**config.mk**
```make
export PLATFORM = sky130hd
export DESIGN_NAME = effect_queue
export DESIGN_NICKNAME = d
export VERILOG_FILES = /design/src/rtl/effect_queue.sv
export SDC_FILE = /design/constraint.sdc
export NUM_CORES = 1
export LEC_CHECK = 0
export CAP_MARGIN = 20
export CORE_MARGIN = 5
export CORE_UTILIZATION = 45
export DETAILED_ROUTE_END_ITERATION = 10
export HOLD_SLACK_MARGIN = 0.06
export PLACE_DENSITY_LB_ADDON = 0.08
export SLEW_MARGIN = 20
export SYNTH_ARGS = -nofsm -noshare
export SYNTH_HDL_FRONTEND = slang
export SYNTH_SLANG_ARGS = --single-unit
```
**constraint.sdc**
```tcl
create_clock -name clk_in -period 3.3 [get_ports clk_in]
set_clock_uncertainty 0.1 [all_clocks]
set_input_delay 0.66 -clock clk_in [delete_from_list [all_inputs] [get_ports clk_in]]
set_output_delay 0.66 -clock clk_in [all_outputs]
set_load 0.01 [all_outputs]
```
**src/rtl/effect_queue.sv**
```systemverilog
// effect_queue: FIFO of sound-effect codes feeding the audio engine.
// Each queued code is issued as a 1-cycle pulse, and the next one only
// after the previous clip's fixed playback time has fully elapsed.
//
// Ports:
//   clk_in       system clock, all logic on posedge
//   rst_in       synchronous active-high reset
//   req_in       effect request (nonzero = push this cycle)
//   effect_out   code for exactly one cycle, else 0
//   busy_out     1 while a clip is playing
//   count_out    FIFO occupancy, 0..DEPTH
//   overflow_out 1-cycle pulse when a request is dropped (FIFO full)
//
// Optional feature: define EFFECT_QUEUE_COALESCE_EN to discard requests
// equal to the tail entry, or (empty FIFO) equal to the code playing.

module effect_queue #(
    parameter int DEPTH       = 4,
    parameter int CLIP_CYCLES = 22_152_568
) (
    input  logic                       clk_in,
    input  logic                       rst_in,
    input  logic [1:0]                 req_in,
    output logic [1:0]                 effect_out,
    output logic                       busy_out,
    output logic [$clog2(DEPTH):0]     count_out,
    output logic                       overflow_out
);

    localparam int AW = $clog2(DEPTH);
    localparam int CW = AW + 1;
    localparam int TW = $clog2(CLIP_CYCLES);

    typedef enum logic {IDLE, PLAYING} state_t;

    state_t          state;
    state_t          state_next;
    logic [TW-1:0]   timer;
    logic [TW-1:0]   timer_next;
    logic [1:0]      effect_next;
    logic [1:0]      mem [DEPTH];
    logic [AW-1:0]   rd_ptr;
    logic [AW-1:0]   wr_ptr;
    logic [CW-1:0]   count;

    logic            req_valid;
    logic            discard;
    logic            pop;
    logic            push;
    logic            drop;
    logic            full;
    logic            timer_done;

    assign req_valid  = (req_in != 2'd0);
    assign full       = (count == CW'(DEPTH));
    assign timer_done = (timer == '0);

`ifdef EFFECT_QUEUE_COALESCE_EN
    logic [1:0]    playing;
    logic [AW-1:0] tail_ptr;

    assign tail_ptr = wr_ptr - 1'b1;

    // Duplicate of the newest pending code, or of the clip currently
    // sounding when nothing is pending, adds nothing audible.
    always_comb begin
        discard = 1'b0;
        if (req_valid) begin
            if (count != '0)
                discard = (req_in == mem[tail_ptr]);
            else if (state == PLAYING)
                discard = (req_in == playing);
        end
    end

    always_ff @(posedge clk_in) begin
        if (rst_in)
            playing <= 2'd0;
        else if (pop)
            playing <= mem[rd_ptr];
    end
`else
    assign discard = 1'b0;
`endif

    // Pop uses the pre-edge count, so a push into an empty FIFO is never
    // bypassed straight to the output.
    assign pop  = (state == IDLE) && (count != '0);
    assign push = req_valid && !discard && (!full || pop);
    assign drop = req_valid && !discard && full && !pop;

    // State register
    always_ff @(posedge clk_in) begin
        if (rst_in)
            state <= IDLE;
        else
            state <= state_next;
    end

    // Next-state logic
    always_comb begin
        state_next = state;
        unique case (state)
            IDLE:    if (pop) state_next = PLAYING;
            PLAYING: if (timer_done) state_next = IDLE;
            default: state_next = IDLE;
        endcase
    end

    // Output / datapath next values (registered below)
    always_comb begin
        effect_next = 2'd0;
        timer_next  = timer;
        unique case (state)
            IDLE: begin
                if (pop) begin
                    effect_next = mem[rd_ptr];
                    timer_next  = TW'(CLIP_CYCLES - 1);
                end
            end
            PLAYING: begin
                if (!timer_done)
                    timer_next = timer - 1'b1;
            end
            default: ;
        endcase
    end

    always_ff @(posedge clk_in) begin
        if (rst_in) begin
            timer        <= '0;
            effect_out   <= 2'd0;
            busy_out     <= 1'b0;
            overflow_out <= 1'b0;
        end else begin
            timer        <= timer_next;
            effect_out   <= effect_next;
            busy_out     <= (state_next == PLAYING);
            overflow_out <= drop;
        end
    end

    // FIFO storage; contents need no reset, pointers define validity
    always_ff @(posedge clk_in) begin
        if (!rst_in && push)
            mem[wr_ptr] <= req_in;
    end

    always_ff @(posedge clk_in) begin
        if (rst_in) begin
            rd_ptr <= '0;
            wr_ptr <= '0;
            count  <= '0;
        end else begin
            if (push)
                wr_ptr <= wr_ptr + 1'b1;
            if (pop)
                rd_ptr <= rd_ptr + 1'b1;
            unique case ({push, pop})
                2'b10:   count <= count + 1'b1;
                2'b01:   count <= count - 1'b1;
                default: count <= count;
            endcase
        end
    end

    assign count_out = count;

endmodule
```
==> metrics, run 1 <==
status complete, no violations; layout net count 241; max-slew violation count 0; crit path DAT 2.44 ns; Antenna Cells 0; DRC errors left 0; worst-skew pair later-pin latency 0.29 ns; cts repair resizes 0; Compound-Gate Fraction of Synth Area 12.8%; Unique masters post-synth 43; Worst Hold Class reg -> reg; drt first pass iters 4; antenna viol nets, final 0; most common cell in the netlist dfxtp_1; Buffers on Ports 10; DP Wirelength 3.20 mm; synthesized area 2120 um2; CTS root buf clkbuf_8; Yosys reg bits 44; antenna violations before repair 0; Lkg Pwr 0.000921 uW; yosys warns 0; Max-Slew Margin vs Limit 45.1%; DR vias/cell 5.83; Setup crit start kind primary input; row cnt 25; Max Cap Viol 0; Synth Area in XOR/XNOR 4.96%; CP max FO 6; cts hold-fix bufs 0; CTS tree done; Worst Setup End Kind register; share of layout cells above drive strength 1 7.79%; VDD IR max 0.502 mV; largest family of logic cells by synthesized area simple AND/OR/NAND/NOR gates; syn_nets 226; Clock Tree Buf Depth 2; Setup violations, final 0; CTS sink cnt 44; adder-cell share of the synthesized area 4.49%; # H-tree levels 2; final core occ 51.3%; Worst R2R Setup Slack 0.95 ns; synthesized instance count 215; DR vias 1,662; Yosys top cell area share 34.0%; # IOs 11; Mean Syn Cell Area 9.86 um2; clock transition at the registers of the reported paths 0.09 ns; Top FF cell, synth dfxtp_1; number of flops mapped to enable cells by yosys 8; post-synthesis simple-gate area fraction 25.3%; core area 4660 um2; Die X 78.6 um; Slew @ Worst Pin 0.818 ns; Die H 78.6 um; cts bufs inserted 5; Final TNS setup 0 ns; shortest period the worst path allows 2.35 ns; share of cell area taken by muxes after synthesis 4.49%; crit path kind in -> reg; Async SR Flop Fraction 0%; most frequent cells after synthesis dfxtp_1, nor2_1, nand2_1; routed len/inst 15.8 um; Initial Utilization 45.5%; first-pass GRT wire length 7.41 mm; Setup Fix Bufs, Post-CTS 0; vias in the first global route 1,526; Synth-to-Final Area Change 12.8%; GRT overflow 0; Fin. Hold Viols 0; largest net degree at the start of global routing 23; Area contributors post-synth dfxtp_1, edfxtp_1, nor2_1; drt total wl 4.51 mm; Seq/Total Area, Yosys 45.3%; Critical Path RT 3.38 ns; Iter 0 DRT Violations 90; RSZ-0062 raised after global routing no; Die Footprint 6180 um2; GRT Overall Usage 15.2%; RD Place Congestion 0.806; Power Dens Cells 968 nW/um2; final worst path period share 71.3%; Yosys top cell by area dfxtp_1; Max Fclk 425 MHz
[kinds of logic after synthesis]
| kind of cell | count (synthesis) |
|---|---|
| compound gates | 41 |
| xor+xnor | 12 |
| fa+ha+maj | 7 |
| buf+inv | 13 |
| flops | 44 |
| mux | 7 |
| simple gates | 91 |
[area by class of cell]
type / instances / area [um2]
Clock buffer: 5 / 68.8
Clock inverter: 3 / 42.5
Fill cell: 405 / 2270
Inverter: 9 / 33.8
Multi-Input combinational cell: 158 / 1100
Sequential cell: 44 / 961
Tap cell: 54 / 67.6
Timing Repair Buffer: 12 / 115
[metrics by stage]
stage                     std cells  cell area, um2  setup WS, ns  power (uW)  hold WS, ns
after floorplan                 215            2120          1.30        1620        0.353
after global placement          277            2280         0.727        1860        0.370
after detailed placement        277            2280         0.615        1900        0.387
after CTS                       285            2390         0.933        2320        0.399
after global routing            285            2390         0.767        2490        0.422
final                           285            2390         0.946        2310        0.393
[registers in the layout, indices dropped and copies added, names as in the netlist]
| register | cells |
|---|---|
| timer | 25 |
| mem | 8 |
| count_out | 3 |
| effect_out | 2 |
| rd_ptr | 2 |
| wr_ptr | 2 |
| busy_out | 1 |
| overflow_out | 1 |
[layer usage]
metal  up-vias  part of all wire, %  track usage (%)
met3         4                  4.6             3.67
met1       792                   48             21.5
met2        35                   46             22.8
met5         -                    0                0
li1        831                    -                -
met4         0                  1.0             4.90
[final timing paths]
| path | end | startpoint | cells after the start |
|---|---|---|---|
| setup / recovery | count_out[2] | req_in[0] | 7 |
| hold / removal | timer[23] | timer[23] | 2 |
| setup reg to reg | timer[3] | timer[16] | 5 |
| hold reg to reg | timer[23] | timer[23] | 2 |
[power by group]
part | total (uW) | internal, uW | switching, uW
clock network | 413 | 224 | 188
logic | 1030 | 428 | 601
registers | 872 | 697 | 176
total | 2310 | 1350 | 965
[placed cells by master, fill, tap and decap left out, types with 7 or more instances in the layout]
cell | netlist | final
nand2_1 | 13 | 13
nor2_1 | 22 | 22
a21oi_1 | 9 | 9
edfxtp_1 | 8 | 8
xor2_1 | 7 | 7
dfxtp_1 | 36 | 36
clkdlybuf4s50_1 | 0 | 10
or3_1 | 7 | 7
nand4_1 | 8 | 8
inv_1 | 9 | 9
[critical path, cell delays in order]
cell and delay (ns):
clkdlybuf4s50_1 0.50, nor2_1 0.22, nand3_1 0.14, fa_1 0.41, o31ai_1 0.30, xnor2_1 0.16
nor2_1 0.06
Note: power is estimated with default switching activity, not from simulation.
==> run 2, diff against run 1 <==
Clock period 3.3 ns to 2.2 ns, I/O delays scaled along.
==> run 2 against run 1 <==
Hold slack lost 0.0055 ns. First-iteration DRC count grew 13%. Final cell count grew 5.6%. Largest power group unchanged. Cell area grew 5.4%. Non-clock buffer count grew 16. Utilization grew 2.8 points. Sequential share of layout area shrank 2.1 points.
==> metrics, run 2 (same netlist as run 1, synthesis figures left out) <==
status complete, no violations; Max-Slew Margin vs Limit 61.9%; cts hold-fix bufs 0; Max Fclk 498 MHz; met3 wire length 140 um; antenna violations before repair 0; crit-path cells clkdlybuf4s50_1; largest stage delay on the critical path 0.61 ns; commonest non-fill, non-tap cell in the layout dfxtp_1; Die X 78.6 um; Worst Hold Class reg -> reg; CTS root buf clkbuf_8; first-pass GRT wire length 7.96 mm; DR vias 1,694; share of layout cells above drive strength 1 14.2%; Iter 0 DRT Violations 102; Top Layer Used met4; cts repair resizes 0; routed len/inst 15.1 um; Die H 78.6 um; number of flip-flops in the largest register 25; WL met1 2.18 mm; Die Footprint 6180 um2; Worst Setup End Kind primary output; Initial Utilization 45.5%; VDD IR max 0.681 mV; vias in the first global route 1,760; # IOs 11; Crit path max-delay family buffers and inverters; # H-tree levels 2; CTS sink cnt 44; highest-count cells in the layout ignoring fill and taps dfxtp_1, nor2_1, buf_4; CTS tree done; final worst path period share 91.2%; Lkg Pwr 0.000999 uW; layout net count 257; shortest period the worst path allows 2.01 ns; CP max FO 10; worst path bufs/invs 1; DRC errors left 0; Slew @ Worst Pin 0.568 ns; Cell Count Post-Placement 293; Setup Fix Bufs, Post-CTS 0; crit path DAT 1.47 ns; Buffers on Ports 10; GRT overflow 0; Setup crit start kind register; cts bufs inserted 5; RD Place Congestion 0.761; RSZ-0062 raised after global routing no; core area 4660 um2; met2 routed WL 2.15 mm; CP max-delay cell clkdlybuf4s50_1; drt total wl 4.54 mm; DP Wirelength 3.36 mm; Top reg by flops timer; DR vias/cell 5.63; Setup violations, final 0; Finished Layout Cells 301; max-slew violation count 0; drt first pass iters 4; Design Area, Final 2520 um2; GRT Overall Usage 16.3%; Clock Tree Buf Depth 2; pre-CTS setup slack -0.0874 ns; Power Dens Cells 1460 nW/um2; largest net degree at the start of global routing 16; Synth-to-Final Area Change 18.9%; clock transition at the registers of the reported paths 0.09 ns; worst-skew pair later-pin latency 0.30 ns; setup ws final 0.193 ns; Max Cap Viol 0; final core occ 54.1%; Fin. Hold Viols 0; crit path kind reg -> out; WHS 0.387 ns; antenna viol nets, final 0; placed cell area 2400 um2; Antenna Cells 0; Critical Path RT 1.66 ns; row cnt 25
[run 2: worst paths after layout]
check / cells past startpoint / end / start / slack, ns
min reg2reg: 2 / timer[11] / timer[11] / 0.39
min: 2 / timer[11] / timer[11] / 0.39
max reg2reg: 8 / timer[3] / timer[0] / 0.20
max: 1 / busy_out / busy_out / 0.19
[run 2: layout make-up]
type                            instances  area, um2
Inverter                                9       33.8
Tap cell                               54       67.6
Fill cell                             412       2140
Clock buffer                            5       68.8
Multi-Input combinational cell        158       1110
Sequential cell                        44        961
Timing Repair Buffer                   28        235
Clock inverter                          3       46.3
[run 2: report_power, final]
part	leakage, uW	total, uW	switching [uW]	internal [uW]
clock network	0.0000548	634	292	342
registers	0.000369	1310	267	1050
logic	0.000576	1730	935	796
total	0.000999	3680	1490	2180
[run 2: through the flow]
| stage | TNS (ns) | power (uW) |
|---|---|---|
| after global placement | -0.0383 | 2960 |
| after floorplan | 0 | 2430 |
| after global routing | 0 | 3980 |
| after CTS | 0 | 3690 |
| after detailed placement | -0.0874 | 3040 |
| final | 0 | 3680 |
[run 2: layer usage]
| layer | global-route usage, % | vias up |
|---|---|---|
| met2 | 26.1 | 22 |
| met3 | 4.59 | 9 |
| met5 | 0 | - |
| li1 | - | 862 |
| met1 | 20.8 | 801 |
| met4 | 5.77 | 0 |
==> run 3, diff against run 2 <==
Settings changed: SKIP_CTS_REPAIR_TIMING from default to 1.
==> results of run 3 <==
No change in the layout: final DEF, timing and power equal those of run 2.
